[src/rtl/mem_agu.sv]
// mem_agu: single-outstanding load/store address generation and data-cache access unit.
// Define AGU_MISALIGN_CHECK_EN to compile in alignment exceptions; otherwise addresses are forced aligned.
module mem_agu #(
  parameter int ADDR_W = 32,
  parameter int OFF_W  = 16,
  parameter int TAG_W  = 6
) (
  input  logic              clk,
  input  logic              reset,
  input  logic              flush,
  input  logic              in_valid,
  output logic              in_ready,
  input  logic [ADDR_W-1:0] in_base,
  input  logic [OFF_W-1:0]  in_offset,
  input  logic [2:0]        in_op,
  input  logic              in_uns,
  input  logic [31:0]       in_wdata,
  input  logic [TAG_W-1:0]  in_tag,
  output logic              dc_req,
  output logic              dc_wr,
  output logic [1:0]        dc_size,
  output logic [ADDR_W-1:0] dc_addr,
  output logic [31:0]       dc_wdata,
  output logic [3:0]        dc_wstrb,
  input  logic              dc_addr_ok,
  input  logic              dc_data_ok,
  input  logic [31:0]       dc_rdata,
  output logic              out_valid,
  input  logic              out_ready,
  output logic [TAG_W-1:0]  out_tag,
  output logic [ADDR_W-1:0] out_addr,
  output logic [31:0]       out_data,
  output logic [1:0]        out_exc
);

  typedef enum logic [2:0] {IDLE, ADDR, REQUEST, RESPONSE, DONE, DRAIN} state_t;

  state_t              state_reg, state_next;
  logic [ADDR_W-1:0]   base_reg;
  logic [OFF_W-1:0]    off_reg;
  logic [2:0]          op_reg;
  logic                uns_reg;
  logic [31:0]         wdata_reg;
  logic [TAG_W-1:0]    tag_reg;
  logic [ADDR_W-1:0]   ea_reg;
  logic [3:0]          strb_reg;
  logic [31:0]         dwdata_reg;
  logic [31:0]         out_data_reg;

  logic                accept;
  logic [ADDR_W-1:0]   ea_raw, ea_calc;
  logic                addr_bad;
  logic [3:0]          strb_calc;
  logic [31:0]         wlane;
  logic [31:0]         rshift, load_ext;

  assign accept = in_valid & in_ready;
  assign ea_raw = base_reg + {{(ADDR_W-OFF_W){off_reg[OFF_W-1]}}, off_reg};

`ifdef AGU_MISALIGN_CHECK_EN
  logic [1:0] exc_reg;
  assign ea_calc  = ea_raw;
  assign addr_bad = ((op_reg[1:0] == 2'd1) & ea_raw[0]) | (op_reg[1] & (ea_raw[1:0] != 2'b00));
  assign out_exc  = exc_reg;
`else
  // Without exceptions the low address bits are simply dropped so every op reaches the cache.
  assign ea_calc  = op_reg[1] ? {ea_raw[ADDR_W-1:2], 2'b00} :
                    op_reg[0] ? {ea_raw[ADDR_W-1:1], 1'b0} : ea_raw;
  assign addr_bad = 1'b0;
  assign out_exc  = 2'b00;
`endif

  always_comb begin
    case (op_reg[1:0])
      2'd0:    strb_calc = 4'b0001 << ea_calc[1:0];
      2'd1:    strb_calc = 4'b0011 << ea_calc[1:0];
      default: strb_calc = 4'b1111;
    endcase
  end

  // Each byte lane picks the store byte that lands on it for the access size.
  genvar gi;
  generate
    for (gi = 0; gi < 4; gi++) begin : g_lane
      assign wlane[gi*8 +: 8] = (op_reg[1:0] == 2'd0) ? wdata_reg[7:0] :
                                (op_reg[1:0] == 2'd1) ? wdata_reg[(gi%2)*8 +: 8] :
                                                        wdata_reg[gi*8 +: 8];
    end
  endgenerate

  assign rshift = dc_rdata >> {ea_reg[1:0], 3'b000};

  always_comb begin
    case (op_reg[1:0])
      2'd0:    load_ext = uns_reg ? {24'd0, rshift[7:0]}  : {{24{rshift[7]}}, rshift[7:0]};
      2'd1:    load_ext = uns_reg ? {16'd0, rshift[15:0]} : {{16{rshift[15]}}, rshift[15:0]};
      default: load_ext = rshift;
    endcase
  end

  always_ff @(posedge clk) begin
    if (!reset) state_reg <= IDLE;
    else        state_reg <= state_next;
  end

  always_comb begin
    state_next = state_reg;
    case (state_reg)
      IDLE:     if (accept) state_next = ADDR;
      ADDR:     if (flush) state_next = IDLE;
                else if (addr_bad) state_next = DONE;
                else state_next = REQUEST;
      REQUEST:  if (flush) state_next = dc_addr_ok ? DRAIN : IDLE;
                else if (dc_addr_ok) state_next = RESPONSE;
      RESPONSE: if (flush) state_next = dc_data_ok ? IDLE : DRAIN;
                else if (dc_data_ok) state_next = DONE;
      DONE:     if (flush || out_ready) state_next = IDLE;
      DRAIN:    if (dc_data_ok) state_next = IDLE;
      default:  state_next = IDLE;
    endcase
  end

  always_comb begin
    in_ready  = 1'b0;
    dc_req    = 1'b0;
    out_valid = 1'b0;
    case (state_reg)
      IDLE:    in_ready  = reset & ~flush;
      REQUEST: dc_req    = 1'b1;
      DONE:    out_valid = 1'b1;
      default: ;
    endcase
  end

  always_ff @(posedge clk) begin
    if (!reset) begin
      base_reg     <= '0;
      off_reg      <= '0;
      op_reg       <= '0;
      uns_reg      <= 1'b0;
      wdata_reg    <= '0;
      tag_reg      <= '0;
      ea_reg       <= '0;
      strb_reg     <= '0;
      dwdata_reg   <= '0;
      out_data_reg <= '0;
`ifdef AGU_MISALIGN_CHECK_EN
      exc_reg      <= 2'b00;
`endif
    end else begin
      if (accept) begin
        base_reg     <= in_base;
        off_reg      <= in_offset;
        op_reg       <= in_op;
        uns_reg      <= in_uns;
        wdata_reg    <= in_wdata;
        tag_reg      <= in_tag;
        out_data_reg <= '0;
`ifdef AGU_MISALIGN_CHECK_EN
        exc_reg      <= 2'b00;
`endif
      end
      if (state_reg == ADDR) begin
        ea_reg     <= ea_calc;
        strb_reg   <= (op_reg[2] && !addr_bad) ? strb_calc : 4'b0000;
        dwdata_reg <= op_reg[2] ? wlane : 32'd0;
`ifdef AGU_MISALIGN_CHECK_EN
        exc_reg    <= addr_bad ? (op_reg[2] ? 2'b10 : 2'b01) : 2'b00;
`endif
      end
      if (state_reg == RESPONSE && dc_data_ok)
        out_data_reg <= op_reg[2] ? 32'd0 : load_ext;
    end
  end

  assign dc_wr    = op_reg[2];
  assign dc_size  = op_reg[1:0];
  assign dc_addr  = ea_reg;
  assign dc_wdata = dwdata_reg;
  assign dc_wstrb = strb_reg;
  assign out_tag  = tag_reg;
  assign out_addr = ea_reg;
  assign out_data = out_data_reg;

endmodule

[config.mk]
export PLATFORM = sky130hd
export DESIGN_NAME = mem_agu
export DESIGN_NICKNAME = d
export VERILOG_FILES = /design/src/rtl/mem_agu.sv
export SDC_FILE = /design/constraint.sdc
export NUM_CORES = 1
export LEC_CHECK = 0
export CORE_MARGIN = 3
export CORE_UTILIZATION = 43
export DETAILED_ROUTE_END_ITERATION = 10
export GPL_ROUTABILITY_DRIVEN = 0
export HOLD_SLACK_MARGIN = 0.08
export PLACE_DENSITY = 0.81
export SLEW_MARGIN = 20
export SYNTH_ARGS = -nofsm -noshare
export SYNTH_HDL_FRONTEND = slang
export SYNTH_SLANG_ARGS = --single-unit
[constraint.sdc]
create_clock -name clk -period 5.75 [get_ports clk]
set_input_delay 0.575 -clock clk [delete_from_list [all_inputs] [get_ports clk]]
set_output_delay 0.575 -clock clk [all_outputs]
set_load 0.1 [all_outputs]
Word level (Yosys, flattened, before mapping)
Cells that the tools add are included.
{"block": "op_classes", "n_reduce_logical": 6, "n_bitwise": 3, "n_eq_ne": 11, "n_shift": 3, "n_addsub": 1, "n_mux": 30}
{"operator": "32-bit two-way mux", "n": 6}
{"operator": "32-bit case mux with 2 select lines", "n": 1}
{"operator": "8-bit two-way mux", "n": 5}
{"operator": "32-bit adder", "n": 1}
{"operator": "32-bit by 5-bit >> shifter with 32-bit output", "n": 1}
{"operator": "3-bit two-way mux", "n": 9}
{"operator": "3-bit case mux with 6 select lines", "n": 1}
{"operator": "4-bit case mux with 2 select lines", "n": 1}
{"operator": "3-bit by 2-bit == test with 1-bit output (second input constant)", "n": 2}
{"operator": "3-bit == test (second input constant)", "n": 2}
{"operator": "2-bit != test (second input constant)", "n": 3}
{"operator": "3-bit != test (second input constant)", "n": 2}
{"operator": "5-bit AND reduction", "n": 1}
{"operator": "1-bit two-way mux", "n": 4}
{"operator": "2-bit two-way mux", "n": 2}
{"operator": "4-bit two-way mux", "n": 1}
{"operator": "1-bit by 2-bit << shifter with 4-bit output (first input constant)", "n": 1}
{"operator": "2-bit by 2-bit << shifter with 4-bit output (first input constant)", "n": 1}
{"operator": "3-bit by 1-bit == test with 1-bit output (second input constant)", "n": 1}
{"operator": "3-bit logical NOT", "n": 1}
{"operator": "1-bit AND", "n": 2}
{"operator": "2-bit by 1-bit == test with 1-bit output (second input constant)", "n": 1}
{"operator": "2-bit logical NOT", "n": 1}
{"operator": "2-bit nonzero test", "n": 1}
{"operator": "other kinds (3)", "n": 3}
{"block": "word_totals", "in_bits": 129, "word_cells": 65, "register_bits": 193}

Depth between registers and ports, before layout
Gate-level depths: netlist of the first run.
{"block": "depth", "depth_word": 6, "depth_mapped": 9}

Worst setup path after synthesis of the first run
Ideal clock, no wire load.
{"block": "synth_path", "path_kind": "input-to-reg", "startpoint": "input flush", "endpoint": "register out_data_reg[16] (netlist: out_data[16])", "t_required_ns": 5.622, "path_slack_ns": 3.126, "n_path_buf": 2, "setup_ns": 0.128, "t_arrival_ns": 2.496, "cell_stages": 8, "path_cell_list": "nor2_1 and3_1 and2_1 clkbuf_1 nor2_1 clkbuf_1 a32oi_1 nor2_1"}
{"block": "synth_via", "elab_chain_cells": 5}
{"element": "start: declaration", "line_no": "10", "source": "input logic flush,"}
{"element": "1-bit NOT", "line_no": "128", "source": "IDLE: in_ready = reset & ~flush;"}
{"element": "1-bit AND", "line_no": "128"}
{"element": "1-bit two-way mux", "line_no": "127", "source": "case (state_reg)"}
{"element": "via in_ready", "line_no": "12", "source": "output logic in_ready,"}
{"element": "1-bit AND", "line_no": "57", "source": "assign accept = in_valid & in_ready;"}
{"element": "2-bit nonzero test (no source line)"}
{"element": "end signal: assignment", "line_no": "172", "source": "out_data_reg <= op_reg[2] ? 32'd0 : load_ext;"}
{"element": "end: declaration", "line_no": "48", "source": "logic [31:0] out_data_reg;"}
The timed path passes the listed nets, and every way through them passes these cells.
A chain may end at the register's enable or synchronous reset.

Final worst setup path of the first run
{"block": "layout_path", "startpoint": "input flush", "endpoint": "output in_ready"}
{"block": "layout_via", "elab_chain_cells": 3}
{"element": "1-bit NOT", "line_no": "128"}
{"element": "1-bit AND", "line_no": "128"}
{"element": "1-bit two-way mux", "line_no": "127"}
{"element": "end: declaration", "line_no": "12"}
Every way passes these cells.

==> results.cfg, run 1 <==
[status]
status = complete, no violations

[sta]
max_freq_mhz = 307
drv_slew = 0
hold_viol = 0
rsz0062_at_grt = false
worst_pin_slew_ns = 1.05
skew_ns = 0.0163
period_minus_slack_ns = 3.26
slew_headroom = 0.297
setup_tns_ns = 0
fin_crit_sh = 0.566
setup_viol = 0

[clock_tree]
clock_sinks = 193
root_buffer = clkbuf_16
cts_tree = yes
clk_pin_slew_worst_paths_ns = 0.09
postCtsHoldBufs = 0
htreeDepth = 4
insertion_delay_ns = 0.44
postCtsSetupBuffers = 0
cts_resized = 0
cts_buffers = 17
clockBufferDepth = 2

[finish]
final_cell_mix = 276 x nand2_1, 271 x clkdlybuf4s50_1, 193 x dfxtp_1
fin_area_mm2 = 0.0133
areaGrowthSynthToFinish_pct = 31.8
final_nets = 1620
drive_above_1_share = 0.0557
diodes = 0
fin_cells = 1785
layout_commonest_cell = nand2_1
fillers = 2028

[power_and_ir_drop]
ir_worst_vdd_v = 0.000172
p_leak_nw = 5.17
p_per_area_mw_per_mm2 = 254
total_power_w = 0.00337

[routing]
drtPass1Iterations = 5
ant_nets = 0
viasPerCell = 5.67
detail_route.wl_per_cell_um = 17.5
drc = 0
vias = 10129
drt_iter0_drc = 1036
postRouteWirelength_um = 31300

[synthesis]
synth_warnings = 0
synth_area_mm2 = 0.0101
post-synth-top-area-fraction = 0.384
postSynthCellCount = 1290
synth_flop_cell = dfxtp_1
synth_area_leader_cell = dfxtp_1
synth_edf_count = 0
ys_ff_latch = 193
async_reset_ff_frac = 0
ys_seq_area_frac = 0.384
synth_cell_types = 71
synth.area.top_cells = dfxtp_1 38%, nand2_1 10%, nand3_1 6.1%
synth_area_per_cell_um2 = 7.80

[placed_design]
hpwl_um = 22200
dpl-instance-area_mm2 = 0.0126
port_buffers = 272
placed_cells = 1753

[grt]
grt_pass1_vias = 9449
grt_start_max_net_pins = 92
track_usage = 0.236
overflow = 0
antenna_found_initial = 0
grt_pass1_wl_um = 49500

[setup_path]
end_kind = output port
critical_path_class = input pin to output port
crit_path_max_fanout = 7
slowest_stage = clkdlybuf4s50_1
reg2reg_slack_ns = 2.68
crit_path_max_incr_delay_ns = 1.16
path_cells = clkdlybuf4s50_1 > nor2_1 > and3_1 > clkdlybuf4s50_1
critPathMostFrequentCell = clkdlybuf4s50_1
critPathLaunchType = input pin
worstPathArrival_ns = 2.68
worstPathRequired_ns = 5.18

[job]
drv_cap = 0

[die]
ioPinCount = 275
die_height_um = 159
start_util = 0.441
fp.dieArea_mm2 = 0.0253
core_region_area_mm2 = 0.0228
die_x_um = 159
num_rows = 55

[hold_path]
hp-class = flip-flop to flip-flop
area by class of cell:
cell class                 count  area, um2  share of cell area
clock buffer                  17        425              0.0321
multi-input combinational    954       5510               0.416
timing repair buffer         283       2800               0.211
inverter                      10       37.5             0.00283
sequential                   193       3860               0.292
tap                          313        392              0.0295
clock inverter                15        225              0.0170
power breakdown:
part           switching, W  internal (W)  leakage (nW)
logic              0.000432      0.000220          3.29
clock network      0.000659      0.000622         0.312
registers         0.0000489       0.00139          1.57
total               0.00114       0.00223          5.17
worst paths after layout:
kind / depth (start not counted) / from / endpoint
setup / recovery: 4 / flush / in_ready
hold / removal: 2 / wdata_reg[26] / wdata_reg[26]
setup reg to reg: 7 / off_reg[15] / dc_addr[28]
hold reg to reg: 2 / wdata_reg[26] / wdata_reg[26]
critical path, delay by kind of cell:
| kind | cells | cell delay (ns) |
|---|---|---|
| buf+inv | 2 | 1.67 |
| simple gates | 2 | 0.43 |
cells by family after synthesis:
kind of cell,synth area share
AO/OA/AOI/OAI,0.198
XOR/XNOR,0.00610
adder cells (fa/ha/maj),0.0406
buffers and inverters,0.0710
flip-flops,0.384
multiplexers,0.0469
other,0.000373
AND/OR/NAND/NOR,0.253
synthesized netlist by cell type, drive strengths merged (9+ instances only):
cell	instances
mux2i	28
buf	57
a211o	9
ha	31
a211oi	16
inv	10
a22oi	28
nor2b	12
nand3	122
a21oi	79
dfxtp	193
nand2	277
nor2	92
o21a	9
clkbuf	77
o31ai	10
a32oi	23
o21ai	60
nand4	10
mux2	17
and3	11
or3	11
per-stage QoR:
stage / utilization / worst slack (ns) / hold slack [ns]
2_1_floorplan: - / 3.13 / 0.431
3_3_place_gp: 0.553 / 2.54 / 0.438
3_5_place_dp: 0.553 / 2.51 / 0.442
4_1_cts: 0.582 / 2.50 / 0.459
5_1_grt: 0.582 / 2.40 / 0.470
6_report: 0.582 / 2.49 / 0.458
routing by layer:
metal / track usage / vias to the layer above / share of wire
li1: - / 4890 / -
met1: 0.322 / 4695 / 0.44
met2: 0.383 / 479 / 0.46
met3: 0.0378 / 65 / 0.077
met4: 0.0784 / 0 / 0.028
met5: 0 / - / 0
(Power assumes the default switching activity.)
==> inputs of run 2 (changes only) <==
clock period = 3.05 ns   (was 5.75 ns; I/O delays follow)
==> results.cfg, run 2 (synthesized netlist as in run 1, its figures left out) <==
[routing]
drt_iter0_drc = 891
detail_route.wl_per_cell_um = 17.7
drc = 0
vias = 10273
viasPerCell = 5.71
drtPass1Iterations = 6
postRouteWirelength_um = 31800
ant_nets = 0

[finish]
drive_above_1_share = 0.131
seqCellArea_mm2 = 0.00386
layout_commonest_cell = nand2_1
fin_cells = 1798
multi_input_area_mm2 = 0.00551
areaGrowthSynthToFinish_pct = 30.1
fin_area_mm2 = 0.0131
final_cell_mix = 276 x nand2_1, 193 x dfxtp_1, 170 x clkdlybuf4s50_1
fillers = 2090
final_nets = 1632

[clock_tree]
root_buffer = clkbuf_16
clk_pin_slew_worst_paths_ns = 0.09
insertion_delay_ns = 0.45
cts_tree = yes
clockBufferDepth = 2
clock_sinks = 193
postCtsSetupBuffers = 0
cts_resized = 0
cts_buffers = 17
postCtsHoldBufs = 0
htreeDepth = 4

[power_and_ir_drop]
p_seq_frac = 0.429
p_sw_frac = 0.338
ir_worst_vdd_v = 0.000310
p_switching_w = 0.00212
pwr-share-clk = 0.373
p_leak_nw = 5.43
cell_internal_pwr_w = 0.00417
p_per_area_mw_per_mm2 = 481
combPwrFrac = 0.198
total_power_w = 0.00629

[setup_path]
end_kind = flip-flop
reg2reg_slack_ns = 0.32
worstPathRequired_ns = 3.38
crit_path_max_fanout = 10
reg2regPathDepth = 7
critical_path_class = flip-flop to flip-flop
r2r_start = off_reg[15]
worstPathArrival_ns = 3.06
critPathLaunchType = flip-flop
r2r-end = dc_addr[22]

[sta]
setup_viol = 0
slew_headroom = 0.334
fin_crit_sh = 0.896
fin_ws_ns = 0.318
skew_ns = 0.0177
rsz0062_at_grt = false
setup_tns_ns = 0
period_minus_slack_ns = 2.73
max_freq_mhz = 366
worst_pin_slew_ns = 0.995
hold_viol = 0
drv_slew = 0

[grt]
grt_pass1_vias = 9710
track_usage = 0.242
grt_start_max_net_pins = 80
antenna_found_initial = 0
grt_pass1_wl_um = 50700
overflow = 0

[placed_design]
pre_cts_slack_ns = 0.419
hpwl_um = 23000
dpl-instance-area_mm2 = 0.0125
placed_cells = 1765
port_buffers = 272

[hold_path]
hp-class = input pin to flip-flop
hold_path_depth = 3
worstHoldStart = in_wdata[3]
min_to = wdata_reg[3]

[status]
status = complete, no violations

[die]
num_rows = 55
core_region_area_mm2 = 0.0228
start_util = 0.441
die_x_um = 159
ioPinCount = 275
fp.dieArea_mm2 = 0.0253
die_height_um = 159

[job]
drv_cap = 0
run 2: cell count changes in the layout (fill, tap and decap cells not counted):
cell             change
inv_8                +4
buf_4              +111
inv_12               -3
inv_16               -1
buf_12               +2
clkinv_4             +1
diode_2              +1
clkdlybuf4s50_1    -101
clkinv_8             -1
run 2: final cells by class:
type                    count  share of cell area
clock inverters            15              0.0148
flip-flops and latches    193               0.295
multi-input cells         954               0.421
well taps                 313              0.0299
diodes                      1            0.000191
inverters                  10             0.00287
clock buffers              17              0.0325
repair buffers            295               0.204
run 2: routing by layer:
| metal | vias to the layer above | track usage | wire length [um] |
|---|---|---|---|
| li1 | 4896 | - | - |
| met1 | 4849 | 0.329 | 14100 |
| met2 | 463 | 0.387 | 14400 |
| met3 | 65 | 0.0444 | 2320 |
| met4 | 0 | 0.0875 | 901 |
| met5 | - | 0 | 0 |
run 2: through the flow:
| step | util | hold WS, ns |
|---|---|---|
| finish | 0.575 | 0.378 |
| global route | 0.574 | 0.380 |
| CTS | 0.574 | 0.360 |
| detailed placement | 0.547 | 0.444 |
| global placement | 0.547 | 0.438 |
| floorplan | - | 0.404 |
run 2: worst max-delay path, stage by stage, from the launching register on:
cell and delay (ns):
dfxtp_1 0.65, ha_1 0.43, a21o_1 0.29, a21o_1 0.20, a21oi_1 0.22, o21ai_0 0.21, or3_1 0.38, a32o_1 0.25
run 2: worst max-delay path by stage:
stage / from / endpoint / slack [ns] / cells after the start
floorplan: dc_addr[0] / out_data[21] / 0.48 / 9
global placement: base_reg[0] / dc_addr[20] / 0.44 / 8
detailed placement: off_reg[15] / dc_addr[29] / 0.42 / 7
CTS: off_reg[15] / dc_addr[29] / 0.38 / 7
global route: off_reg[15] / dc_addr[29] / 0.14 / 7
finish: off_reg[15] / dc_addr[22] / 0.32 / 7
run 2: power by group through the flow:
stage / combinational [W] / clock [W] / sequential (W)
final: 0.00124 / 0.00234 / 0.00270
after global routing: 0.00133 / 0.00247 / 0.00271
after CTS: 0.00124 / 0.00239 / 0.00270
after detailed placement: 0.00123 / 0 / 0.00276
after global placement: 0.00122 / 0 / 0.00275
after floorplan: 0.000677 / 0 / 0.00291
==> inputs of run 3 (changes only) <==
--- a/config.mk
+++ b/config.mk
@@ -11,5 +11,7 @@
 export GPL_ROUTABILITY_DRIVEN = 0
 export HOLD_SLACK_MARGIN = 0.08
+export MAX_ROUTING_LAYER = met4
 export PLACE_DENSITY = 0.81
+export RECOVER_POWER = 25
 export SLEW_MARGIN = 20
 export SYNTH_ARGS = -nofsm -noshare
==> constraint.sdc (replaced) <==
create_clock -name clk -period 3.05 [get_ports clk]
set_input_delay 0.305 -clock clk [delete_from_list [all_inputs] [get_ports clk]]
set_output_delay 0.305 -clock clk [all_outputs]
set_load 0.01 [all_outputs]
==> results.cfg, run 3 (synthesized netlist as in run 1, its figures left out) <==
[power_and_ir_drop]
combPwrFrac = 0.156
pwr-share-clk = 0.393
cell_internal_pwr_w = 0.00423
p_seq_frac = 0.451
p_leak_nw = 5.52
ir_worst_vdd_v = 0.000287
p_switching_w = 0.00176
p_per_area_mw_per_mm2 = 449
p_sw_frac = 0.294

[status]
status = complete, no violations

[finish]
layout_commonest_cell = nand2_1
final_cell_mix = 276 x nand2_1, 193 x dfxtp_1, 188 x clkdlybuf4s50_1
multi_input_area_mm2 = 0.00551
drive_above_1_share = 0.0640
seqCellArea_mm2 = 0.00386
final_nets = 1633
diodes = 0
areaGrowthSynthToFinish_pct = 32.8
post-route-util = 0.586
fillers = 2051

[setup_path]
end_kind = flip-flop
crit_path_max_fanout = 4
worstPathArrival_ns = 3.17
reg2regPathDepth = 8
critPathLaunchType = flip-flop
critical_path_class = flip-flop to flip-flop
worstPathRequired_ns = 3.38

[routing]
detail_route.wl_per_cell_um = 17.9
met1_length_um = 14200
wl_met3_um = 2350
drtPass1Iterations = 6
routed-wl-met2_um = 14700
vias = 10253
ant_nets = 0
drt_iter0_drc = 1080
drc = 0
postRouteWirelength_um = 32200
viasPerCell = 5.70
maxUsedRoutingLayer = met4

[die]
num_rows = 55
die_height_um = 159
ioPinCount = 275
start_util = 0.441
core_region_area_mm2 = 0.0228
die_x_um = 159
fp.dieArea_mm2 = 0.0253

[grt]
overflow = 0
antenna_found_initial = 0
grt_pass1_vias = 9760
track_usage = 0.251
grt_start_max_net_pins = 80
grt_pass1_wl_um = 51100

[clock_tree]
postCtsSetupBuffers = 0
root_buffer = clkbuf_16
insertion_delay_ns = 0.45
clockBufferDepth = 2
cts_buffers = 17
postCtsHoldBufs = 0
clock_sinks = 193
cts_resized = 0
clk_pin_slew_worst_paths_ns = 0.08
cts_tree = yes
htreeDepth = 4

[placed_design]
hpwl_um = 23000
port_buffers = 272

[sta]
worst_pin_slew_ns = 0.942
fin_crit_sh = 0.929
setup_viol = 0
setup_tns_ns = 0
hold_viol = 0
period_minus_slack_ns = 2.83
slew_headroom = 0.370
rsz0062_at_grt = false
drv_slew = 0
max_freq_mhz = 353
skew_ns = 0.0164

[hold_path]
hold_path_depth = 3
hp-class = input pin to flip-flop

[job]
drv_cap = 0
run 3: final timing paths:
path,startpoint,to,slack [ns]
worst max register to register,base_reg[0],dc_addr[20],0.22
worst min register to register,dc_wdata[1],dc_wdata[1],0.45
worst max-delay path,base_reg[0],dc_addr[20],0.22
worst min-delay path,reset,out_tag[5],0.35
run 3: power by group through the flow:
stage / registers [W] / clock network (W) / logic (W)
2_1_floorplan: 0.00273 / 0 / 0.000537
3_3_place_gp: 0.00276 / 0 / 0.000912
3_5_place_dp: 0.00276 / 0 / 0.000922
4_1_cts: 0.00270 / 0.00239 / 0.000929
5_1_grt: 0.00271 / 0.00249 / 0.00101
6_report: 0.00270 / 0.00236 / 0.000934
run 3: critical path, stage by stage, from the launching register on:
cell and delay, ns:
dfxtp_1 0.32, ha_1 0.22, fa_1 0.44, a211oi_2 0.30, o21ai_1 0.15, a211oi_2 0.45
a2111oi_0 0.24, or3_1 0.35, a32o_1 0.25
run 3: metal layers:
layer / track usage / up-vias
met4: 0.0848 / 0
met5: - / -
met3: 0.0464 / 85
met2: 0.393 / 488
met1: 0.329 / 4774
li1: - / 4906
run 3: area by class of cell:
type | instances | area share
Tap cell | 313 | 0.0293
Sequential cell | 193 | 0.289
Inverter | 10 | 0.00281
Clock inverter | 15 | 0.0158
Clock buffer | 17 | 0.0319
Timing Repair Buffer | 296 | 0.218
Multi-Input combinational cell | 954 | 0.413
run 3: stage by stage:
step	setup WS [ns]	total power, W	hold slack, ns	instances	instance area, um2
after floorplan	0.546	0.00327	0.404	1291	10100
after CTS	0.326	0.00602	0.345	1798	13300
final	0.217	0.00599	0.347	1798	13400
after detailed placement	0.419	0.00368	0.441	1766	12700
after global placement	0.451	0.00367	0.438	1766	12700
after global routing	0.0511	0.00622	0.376	1798	13400
